## config.mk

```make
export PLATFORM = sky130hd
export DESIGN_NAME = id_hazard_ctrl
export DESIGN_NICKNAME = d
export VERILOG_FILES = /design/src/rtl/id_ctrl_pkg.sv /design/src/rtl/id_perf_cnt.sv /design/src/rtl/id_hazard_ctrl.sv
export SDC_FILE = /design/constraint.sdc
export NUM_CORES = 1
export LEC_CHECK = 0
export BUFFER_PORTS_ARGS = -buffer_cell sky130_fd_sc_hd__buf_2
export CAP_MARGIN = 10
export CORE_UTILIZATION = 35
export CTS_BUF_LIST = sky130_fd_sc_hd__clkbuf_4 sky130_fd_sc_hd__clkbuf_8
export DETAILED_ROUTE_END_ITERATION = 10
export PLACE_DENSITY = 0.62
export SLEW_MARGIN = 20
export SYNTH_ARGS = -nofsm -noshare
export SYNTH_HDL_FRONTEND = slang
export SYNTH_HIERARCHICAL = 1
export SYNTH_SLANG_ARGS = --single-unit
```

## constraint.sdc

```tcl
create_clock -name i_clk -period 3.11 [get_ports i_clk]
set_clock_uncertainty 0.2 [all_clocks]
set_input_delay 0.622 -clock i_clk [delete_from_list [all_inputs] [get_ports i_clk]]
set_output_delay 0.622 -clock i_clk [all_outputs]
set_load 0.02 [all_outputs]
```

## src/rtl/id_ctrl_pkg.sv

```systemverilog
// Shared types for the decode-stage sequencing controller: FSM state encoding,
// latency defaults and the pipe-control bundle driven onto the IF/ID and ID/EX registers.
package id_ctrl_pkg;

  typedef enum logic [1:0] {
    RUN      = 2'd0,
    LU_STALL = 2'd1,
    REDIR    = 2'd2
  } state_t;

  localparam int FETCH_LAT_DEF = 1;
  localparam int LOAD_LAT_DEF  = 1;

  typedef struct packed {
    logic pc_en;
    logic ifid_en;
    logic ifid_flush;
    logic idex_en;
    logic idex_bubble;
  } pipe_ctrl_t;

  localparam pipe_ctrl_t CTRL_RUN    = '{pc_en: 1'b1, ifid_en: 1'b1, ifid_flush: 1'b0, idex_en: 1'b1, idex_bubble: 1'b0};
  localparam pipe_ctrl_t CTRL_STALL  = '{pc_en: 1'b0, ifid_en: 1'b0, ifid_flush: 1'b0, idex_en: 1'b1, idex_bubble: 1'b1};
  localparam pipe_ctrl_t CTRL_FLUSH  = '{pc_en: 1'b1, ifid_en: 1'b1, ifid_flush: 1'b1, idex_en: 1'b1, idex_bubble: 1'b1};
  localparam pipe_ctrl_t CTRL_RESET  = '{pc_en: 1'b0, ifid_en: 1'b0, ifid_flush: 1'b1, idex_en: 1'b1, idex_bubble: 1'b1};
  localparam pipe_ctrl_t CTRL_FREEZE = '{pc_en: 1'b0, ifid_en: 1'b0, ifid_flush: 1'b0, idex_en: 1'b0, idex_bubble: 1'b0};

endpackage

```

## src/rtl/id_perf_cnt.sv

```systemverilog
// 32-bit wrapping event counter, synchronous clear has priority over increment.
// One-cycle update latency; no backpressure.
module id_perf_cnt (
  input  logic        clk,
  input  logic        clr,
  input  logic        inc,
  output logic [31:0] count
);

  always_ff @(posedge clk) begin
    if (clr) begin
      count <= '0;
    end else if (inc) begin
      count <= count + 32'd1;
    end
  end

endmodule

```

## src/rtl/id_hazard_ctrl.sv

```systemverilog
// Decode-stage sequencer: load-use bubbles, post-redirect flushes, dmem freeze; controls are
// combinational from inputs (zero latency), multi-cycle sequencing runs from registered state.
module id_hazard_ctrl
  import id_ctrl_pkg::*;
#(
  parameter int FETCH_LAT = FETCH_LAT_DEF,
  parameter int LOAD_LAT  = LOAD_LAT_DEF
) (
  input  logic        i_clk,
  input  logic        i_rst,
  input  logic        i_valid_id,
  input  logic [4:0]  i_rs1_id,
  input  logic [4:0]  i_rs2_id,
  input  logic        i_rs1_use_id,
  input  logic        i_rs2_use_id,
  input  logic        i_valid_ex,
  input  logic [4:0]  i_rd_ex,
  input  logic        i_memrd_ex,
  input  logic        i_redirect_ex,
  input  logic        i_dmem_busy,
  output logic        o_pc_en,
  output logic        o_ifid_en,
  output logic        o_ifid_flush,
  output logic        o_idex_en,
  output logic        o_idex_bubble,
  output logic [1:0]  o_state,
  output logic [31:0] o_stall_cnt,
  output logic [31:0] o_flush_cnt
);

  localparam int MAX_LAT = (FETCH_LAT > LOAD_LAT) ? FETCH_LAT : LOAD_LAT;
  localparam int CW      = $clog2(MAX_LAT) + 1;

  state_t        state_q, state_d;
  logic [CW-1:0] cnt_q, cnt_d;
  pipe_ctrl_t    ctrl;
  logic          lu_hazard;
  logic          stall_inc;
  logic          flush_inc;

  assign lu_hazard = i_valid_id && i_valid_ex && i_memrd_ex && (i_rd_ex != 5'd0) &&
                     ((i_rs1_use_id && (i_rs1_id == i_rd_ex)) ||
                      (i_rs2_use_id && (i_rs2_id == i_rd_ex)));

  always_ff @(posedge i_clk) begin
    if (i_rst) begin
      state_q <= RUN;
      cnt_q   <= '0;
    end else begin
      state_q <= state_d;
      cnt_q   <= cnt_d;
    end
  end

  // A busy data memory freezes everything, so an upstream redirect/hazard seen then is dropped.
  always_comb begin
    ctrl      = CTRL_RUN;
    state_d   = state_q;
    cnt_d     = cnt_q;
    stall_inc = 1'b0;
    flush_inc = 1'b0;
    if (i_rst) begin
      ctrl = CTRL_RESET;
    end else if (i_dmem_busy) begin
      ctrl = CTRL_FREEZE;
    end else if (i_redirect_ex || state_q == REDIR) begin
      ctrl      = CTRL_FLUSH;
      flush_inc = 1'b1;
      if (i_redirect_ex) begin
        if (FETCH_LAT > 1) begin
          state_d = REDIR;
          cnt_d   = CW'(FETCH_LAT - 1);
        end else begin
          state_d = RUN;
          cnt_d   = '0;
        end
      end else begin
        cnt_d = cnt_q - CW'(1);
        if (cnt_q == CW'(1)) state_d = RUN;
      end
    end else if (state_q == LU_STALL || lu_hazard) begin
      ctrl      = CTRL_STALL;
      stall_inc = 1'b1;
      if (state_q == LU_STALL) begin
        cnt_d = cnt_q - CW'(1);
        if (cnt_q == CW'(1)) state_d = RUN;
      end else if (LOAD_LAT > 1) begin
        state_d = LU_STALL;
        cnt_d   = CW'(LOAD_LAT - 1);
      end
    end
  end

  assign o_pc_en       = ctrl.pc_en;
  assign o_ifid_en     = ctrl.ifid_en;
  assign o_ifid_flush  = ctrl.ifid_flush;
  assign o_idex_en     = ctrl.idex_en;
  assign o_idex_bubble = ctrl.idex_bubble;
  assign o_state       = state_q;

  id_perf_cnt u_stall_cnt (
    .clk   (i_clk),
    .clr   (i_rst),
    .inc   (stall_inc),
    .count (o_stall_cnt)
  );

  id_perf_cnt u_flush_cnt (
    .clk   (i_clk),
    .clr   (i_rst),
    .inc   (flush_inc),
    .count (o_flush_cnt)
  );

endmodule

```

Word-level counts from Yosys, hierarchy flattened
Cells that the tools add are included.
Word-level totals
  register bits: 67
Cells by class
  eq/ne operators: 4
  $add $sub $neg: 3
  reduce and logical (&&, ||, !) cells: 13
  bitwise logic cells: 1
  multiplexer cells: 20
Operators by type and width (number)
  $add 32x1->32 const B: 2
  $mux 5: 4
  $mux 1: 11
  $eq 5x5->1: 2
  $mux 2: 5
  $logic_and 1x1->1: 6
  $reduce_bool 5->1: 1
  $reduce_bool 2->1: 2
  $logic_or 1x1->1: 3
  $reduce_and 3->1: 1
  $eq 2x1->1 const B: 1
  $eq 2x2->1 const B: 1
  $not 1->1: 1
  $sub 1x1->1 const B: 1

Longest topological paths before layout
Gate-level depths: netlist of the first run.
  depth after elaboration: 9
  gate-level depth with buffers: 11

Hierarchy
Netlist of the first run, hierarchy kept.
By module, submodules not included
  id_perf_cnt: cells an instance 181, seq. area each 640.6 um^2, area each 1564.0 um^2, instances 2
  id_hazard_ctrl: cells an instance 54, seq. area each 60.1 um^2, area each 369.1 um^2, instances 1

Worst setup path before layout of the first run
No wires, ideal clock.
  path type: input-to-reg
  start: in i_rd_ex[1]
  end: reg u_stall_cnt.count[27]
  path buffers: 2
  cell stages on the path: 11
  data arrival time: 2.568 ns
  library setup time: 0.121 ns
  slack: 0.221 ns
  cell sequence: xnor2_1 > nand4_1 > o22ai_2 > o2111ai_1 > o21ai_1 > buf_2 > and4_1 > buf_2 > nand4_1 > nor3b_1 > mux2_2
On the way
  cells in the longest elaborated chain, start to end: 9
  elaborated cells between the ends (all ways): 13
  those cells by class: eq/ne: 2; mux: 4; reduce/logical: 7
Ends and longest elaborated chain
  start, declared: line id_hazard_ctrl.sv:17  | input logic [4:0] i_rd_ex,
  $eq 5x5->1, on equally long branches: line id_hazard_ctrl.sv:42, id_hazard_ctrl.sv:43
  $logic_and 1x1->1, on equally long branches: line id_hazard_ctrl.sv:42, id_hazard_ctrl.sv:43
  $logic_or 1x1->1: line id_hazard_ctrl.sv:42  | ((i_rs1_use_id && (i_rs1_id == i_rd_ex)) ||
  $logic_and 1x1->1 *: line id_hazard_ctrl.sv:41  | assign lu_hazard = i_valid_id && i_valid_ex && i_memrd_ex && (i_rd_ex != 5'd0) &&
  $logic_or 1x1->1 *: line id_hazard_ctrl.sv:81  | end else if (state_q == LU_STALL || lu_hazard) begin
  $mux 1 *: line id_hazard_ctrl.sv:81
  $mux 1 *: line id_hazard_ctrl.sv:66  | end else if (i_redirect_ex || state_q == REDIR) begin
  $mux 1 *: line id_hazard_ctrl.sv:64  | end else if (i_dmem_busy) begin
  $mux 1 *: line id_hazard_ctrl.sv:62  | if (i_rst) begin
  net stall_inc: line id_hazard_ctrl.sv:38  | logic stall_inc;
  end signal, assigned: line id_perf_cnt.sv:14  | count <= count + 32'd1;
  end, declared: line id_perf_cnt.sv:7  | output logic [31:0] count
Mark *: on every way through the listed nets, which the timed path passes. The rest lies on a longest branch.
A chain may end at the register's enable or synchronous reset.

Worst setup path in the final report of the first run
  start: reg state_q[1], in the netlist o_state[1]
  end: reg u_flush_cnt.count[27]
On the way
  cells in the longest elaborated chain, start to end: 5
Ends and longest elaborated chain
  start, declared: line id_hazard_ctrl.sv:34  | state_t state_q, state_d;
  start signal, assigned: line id_hazard_ctrl.sv:50  | state_q <= state_d;
  $eq 2x2->1: line id_hazard_ctrl.sv:66
  $logic_or 1x1->1: line id_hazard_ctrl.sv:66
  $mux 1: line id_hazard_ctrl.sv:66
  $mux 1: line id_hazard_ctrl.sv:64
  $mux 1: line id_hazard_ctrl.sv:62
  net flush_inc: line id_hazard_ctrl.sv:39  | logic flush_inc;
  end signal, assigned: line id_perf_cnt.sv:14
  end, declared: line id_perf_cnt.sv:7
The timed path passes the listed nets, and every way through them passes these cells.

==> metrics.txt, run 1 <==
Fin. Hold Viols 0; Crit-path slowest cell and4_1; syn nets 442; Synth top area share 38.4%; DR iter-0 viols 116; Initial Util 35.9%; Arrival @ worst endpoint 2.81 ns; CTS resizes 0; pin count of the biggest net entering global routing 58; Worst Hold Launch u_flush_cnt/count[22]; initial antenna violation count 0; final worst slack 0.332 ns; All-Layer GR Usage 17.4%; RSZ-0062 raised after global routing false; filler cell count 1016; Layout Nets 532; CP Cell Sequence inv_2 > nor2_1 > nor2_1 > nor3_1 > and4_1 > nand4_1 > nor3b_1 > mux2_2; worst reg2reg startpoint o_state[1]; worst slack, placed 0.109 ns; fmax 360 MHz; vias in the first global route 3115; leading area contributor after synthesis dfxtp_1; Ports 95; drt wl/cell 13.3 um; Worst slew margin 62.4%; Reg clk slew, reported paths 0.07 ns; CP peak stage delay 0.44 ns; total wire length 8540 um; worst path required time 3.15 ns; residual DRC count 0; total CTS buffers 9; CTS tree yes; CP dominant cell by count nor2_1; fin crit period 2.78 ns; total clock sinks 67; setup violators final 0; Slew Viols, Final 0; DIE WIDTH 102 um; P_leak 1.77 nW; std cell rows 36; Die Ht 102 um; Vias/cell 5.07; gpl congestion 0.816; Diodes inserted 0; Tcrit/Tclk final 89.3%; layout cells sized above 1 29.5%; HPWL after detailed placement 6100 um; cts-stage hold buffer count 0; Die Footprint 10400 sq um; Post-Syn Area 3500 sq um; Most used DFF post-synth dfxtp_1; Mapped Cells 416; Hold Path Stages 2; hold_ws 0.303 ns; worst-skew pair later-pin latency 0.35 ns; IO Port Bufs 94; Max-Cap Viols 0; Post-synth ARST share 0%; Syn. warnings 6; Final Power 1.70 mW; setup bufs post-CTS 0; CP Max Fanout 9; Clock Path Buffers 2; global-route wire length before repair 14400 um; Peak VDD IR 0.258 mV; post-route ant nets 0; EDFF count, synth 0; slew at the pin closest to its max-slew limit 0.564 ns; CP Launch Point o_state[1]; final global-route overflow total 0; htree depth 3; post-synthesis sequential area ratio 38.4%; Distinct cells, synth 43; pwr/cell area 396 nW/um^2; endpoint class of the critical path flip-flop; Area contributors post-synth dfxtp_1 38%, nor2_1 6.4%, mux2_2 5.8%; setup tns final 0 ns; P&R area growth vs syn 22.5%; critical path startpoint category flip-flop; status complete, no violations; first-pass detailed-route iteration total 4; CP Class reg -> reg; CTS Root Cell clkbuf_8; Core Util, Final 44.0%; HP Class reg -> reg; flops & latches, synth 67; Core Footprint 9730 sq um; syn avg cell area 8.41 sq um; vias after detailed routing 3267; Worst Reg-to-Reg Cells 8
-- metrics by stage --
| stage | instances | cell area [sq um] |
|---|---|---|
| 3_5_place_dp | 628 | 4080 |
| 4_1_cts | 644 | 4290 |
| 6_report | 644 | 4290 |
| 2_1_floorplan | 416 | 3500 |
| 3_3_place_gp | 628 | 4080 |
| 5_1_grt | 644 | 4290 |
-- where the power goes --
part	total, mW	switching (mW)	internal [mW]
logic	0.0862	0.0519	0.0343
clock network	0.753	0.361	0.392
registers	0.859	0.00113	0.858
-- final timing paths --
path                      endpoint  slack [ns]
max          u_flush_cnt/count[27]        0.33
min reg2reg  u_flush_cnt/count[22]        0.30
max reg2reg  u_flush_cnt/count[27]        0.33
min          u_flush_cnt/count[22]        0.30
-- registers in the layout, summed over array words and instances (netlist names) --
register and cells:
u_stall_cnt/count 32, o_state 2, u_flush_cnt/count 32, cnt_q 1
-- layout make-up --
class                           instances  area (sq um)  area share [%]
Multi-Input combinational cell        316          2010            46.9
Sequential cell                        67          1340            31.3
Timing Repair Buffer                  102           531            12.4
Tap cell                              133           166            3.88
Clock buffer                           10           138            3.21
Clock inverter                          6          63.8            1.49
Inverter                               10          37.5           0.876
-- logic make-up after synthesis --
| kind of cell | after synthesis | share of synthesized area [%] |
|---|---|---|
| xor+xnor | 36 | 9.02 |
| flops | 67 | 38.4 |
| mux | 24 | 7.66 |
| compound gates | 42 | 7.23 |
| buf+inv | 33 | 4.22 |
| simple gates | 212 | 32.8 |
| fa+ha+maj | 2 | 0.715 |
-- critical path, delay by kind of cell (launching register included) --
kind | cells | cell delay (ns)
flip-flops | 1 | 0.42
buffers and inverters | 1 | 0.06
multiplexers | 1 | 0.36
AND/OR/NAND/NOR | 6 | 1.63
-- cells in the mapped netlist, types with 8 or more instances --
master,count
nand3_1,19
nor2b_1,20
nor2_1,60
xnor2_1,18
mux2_2,18
nand2_1,21
nor3_1,26
nand4_1,22
xor2_1,18
o21ai_0,9
dfxtp_1,67
clkbuf_1,16
inv_1,8
a21oi_1,18
or3_1,8
-- layer usage --
metal	wire, um	up-vias	share of wire, %	GRT usage [%]
met3	459	10	5.4	5.06
met2	4120	67	48	29.8
met1	3860	1545	45	20.7
met5	0	-	0	0
met4	97	0	1.1	5.93
li1	-	1645	-	-
-- layout by cell type, fill, tap and decap left out, drive strengths merged, types with 10 or more instances in the layout --
master and count:
buf 102, dfxtp 67, nor2 61, nor3 26, nand4 24, mux2 22
nand2 21, nor2b 20, nand3 19, a21oi 19, xnor2 18, xor2 18
o21ai 11, inv 11, clkbuf 10
Note: power is estimated with default switching activity, not from simulation.
==> run 2: changes to the inputs <==
RECOVER_POWER = 50   (was not set)
clock period = 3.6 ns   (was 3.11 ns; I/O delays follow)
==> run 2 against run 1 <==
  * Count of clock-buffer cells in the layout up 2
  * Global-route usage down 0.65 points
  * Register-to-register slack better by 0.28 ns
  * Sequential share of layout area up 1.1 points
  * First-iteration DRC count down 28%
  * Via count down 1.3%
  * Highest routed layer unchanged
  * Critical path depth down 3
  * Non-clock buffer count down 4
  * Sequential cell count unchanged
  * Combinational power down 15%
  * Wire length down 2.0%
==> metrics.txt, run 2 (synthesis results as in run 1) <==
Clock Path Buffers 2; layout cells sized above 1 16.0%; Reg clk slew, reported paths 0.07 ns; Tcrit/Tclk final 83.6%; Initial Util 35.9%; Worst slew margin 43.0%; met3 GRT Util 5.47%; endpoint class of the critical path output port; residual DRC count 0; hold_ws 0.312 ns; area of the multi-input gates 2010 sq um; Vias/cell 5.04; global-route wire length before repair 14000 um; cts-stage hold buffer count 0; HP Class reg -> reg; slew at the pin closest to its max-slew limit 0.855 ns; htree depth 3; P_leak 1.46 nW; combinational share of power 5.3%; sw frac 23.6%; Final Power 1.37 mW; CP Max Fanout 19; vias after detailed routing 3223; post-route ant nets 0; drt wl/cell 13.1 um; global routing met1 resource utilization 19.2%; fin crit period 3.01 ns; Fin. Hold Viols 0; status complete, no violations; fmax 332 MHz; Clock power frac 40.5%; Placed Instances 624; CTS Root Cell clkbuf_8; final global-route overflow total 0; internal power 1.05 mW; setup violators final 0; CP Class in -> out; total CTS buffers 9; DR iter-0 viols 83; IO Port Bufs 94; pin count of the biggest net entering global routing 73; CTS tree yes; worst path required time 2.68 ns; commonest non-fill, non-tap cells in the layout 67 x dfxtp_1, 64 x clkbuf_1, 60 x nor2_1; Ports 95; std cell rows 36; filler cell count 1043; All-Layer GR Usage 16.7%; Post-Place Cell Area 4050 sq um; Die Ht 102 um; Layout Nets 528; Slew Viols, Final 0; met2 Usage GRT 30.0%; critical path startpoint category input port; Core Footprint 9730 sq um; commonest non-fill, non-tap cell in the layout dfxtp_1; global route hottest layer met2; Peak VDD IR 0.175 mV; RSZ-0062 raised after global routing false; gpl congestion 0.817; P&R area growth vs syn 18.3%; Design Area, Final 4140 sq um; setup bufs post-CTS 0; pwr/cell area 331 nW/um^2; final cell count without fillers 639; Arrival @ worst endpoint 2.09 ns; Net Switching 0.323 mW; total wire length 8370 um; Max-Cap Viols 0; Die Footprint 10400 sq um; total clock sinks 67; CTS resizes 0; sequential power share 54.2%; initial antenna violation count 0; worst-skew pair later-pin latency 0.34 ns; Diodes inserted 0; HPWL after detailed placement 5940 um; setup tns final 0 ns; DIE WIDTH 102 um; first-pass detailed-route iteration total 4; flip-flop and latch area 1340 sq um; vias in the first global route 3021
run 2: area by class of cell:
cell class / instances / share of cell area (%)
inverter: 10 / 0.907
timing repair buffer: 98 / 10.0
multi-input combinational: 316 / 48.5
sequential: 67 / 32.4
clock inverter: 3 / 0.363
clock buffer: 12 / 3.69
tap: 133 / 4.02
run 2: power groups by stage:
stage	combinational, mW	clock (mW)	sequential, mW
5_1_grt	0.0824	0.614	0.742
6_report	0.0732	0.554	0.743
4_1_cts	0.0757	0.584	0.742
2_1_floorplan	0.0447	0	0.761
3_3_place_gp	0.0737	0	0.760
3_5_place_dp	0.0755	0	0.760
run 2: per-stage QoR:
step / setup slack, ns / utilization (%)
after floorplan: 0.613 / -
after global placement: 0.362 / 41.7
after detailed placement: 0.288 / 41.7
after CTS: 0.648 / 43.4
after global routing: 0.329 / 42.5
final: 0.590 / 42.5
run 2: layer usage:
metal / routed length [um] / part of all wire, %
met1: 3870 / 46
met2: 4010 / 48
met3: 439 / 5.2
met4: 54 / 0.65
met5: 0 / 0
run 2: final timing paths:
| kind | to | start | slack, ns | depth (start not counted) |
|---|---|---|---|---|
| setup / recovery | o_idex_bubble | i_rst | 0.59 | 5 |
| setup reg to reg | u_flush_cnt/count[27] | o_state[1] | 0.61 | 9 |
| hold / removal | u_flush_cnt/count[22] | u_flush_cnt/count[22] | 0.31 | 2 |
| hold reg to reg | u_flush_cnt/count[22] | u_flush_cnt/count[22] | 0.31 | 2 |
run 2: worst max-delay path: stages:
cell and delay, ns:
clkbuf_1 0.17, clkbuf_1 0.67, o21bai_1 0.23, o21bai_1 0.12, buf_2 0.18
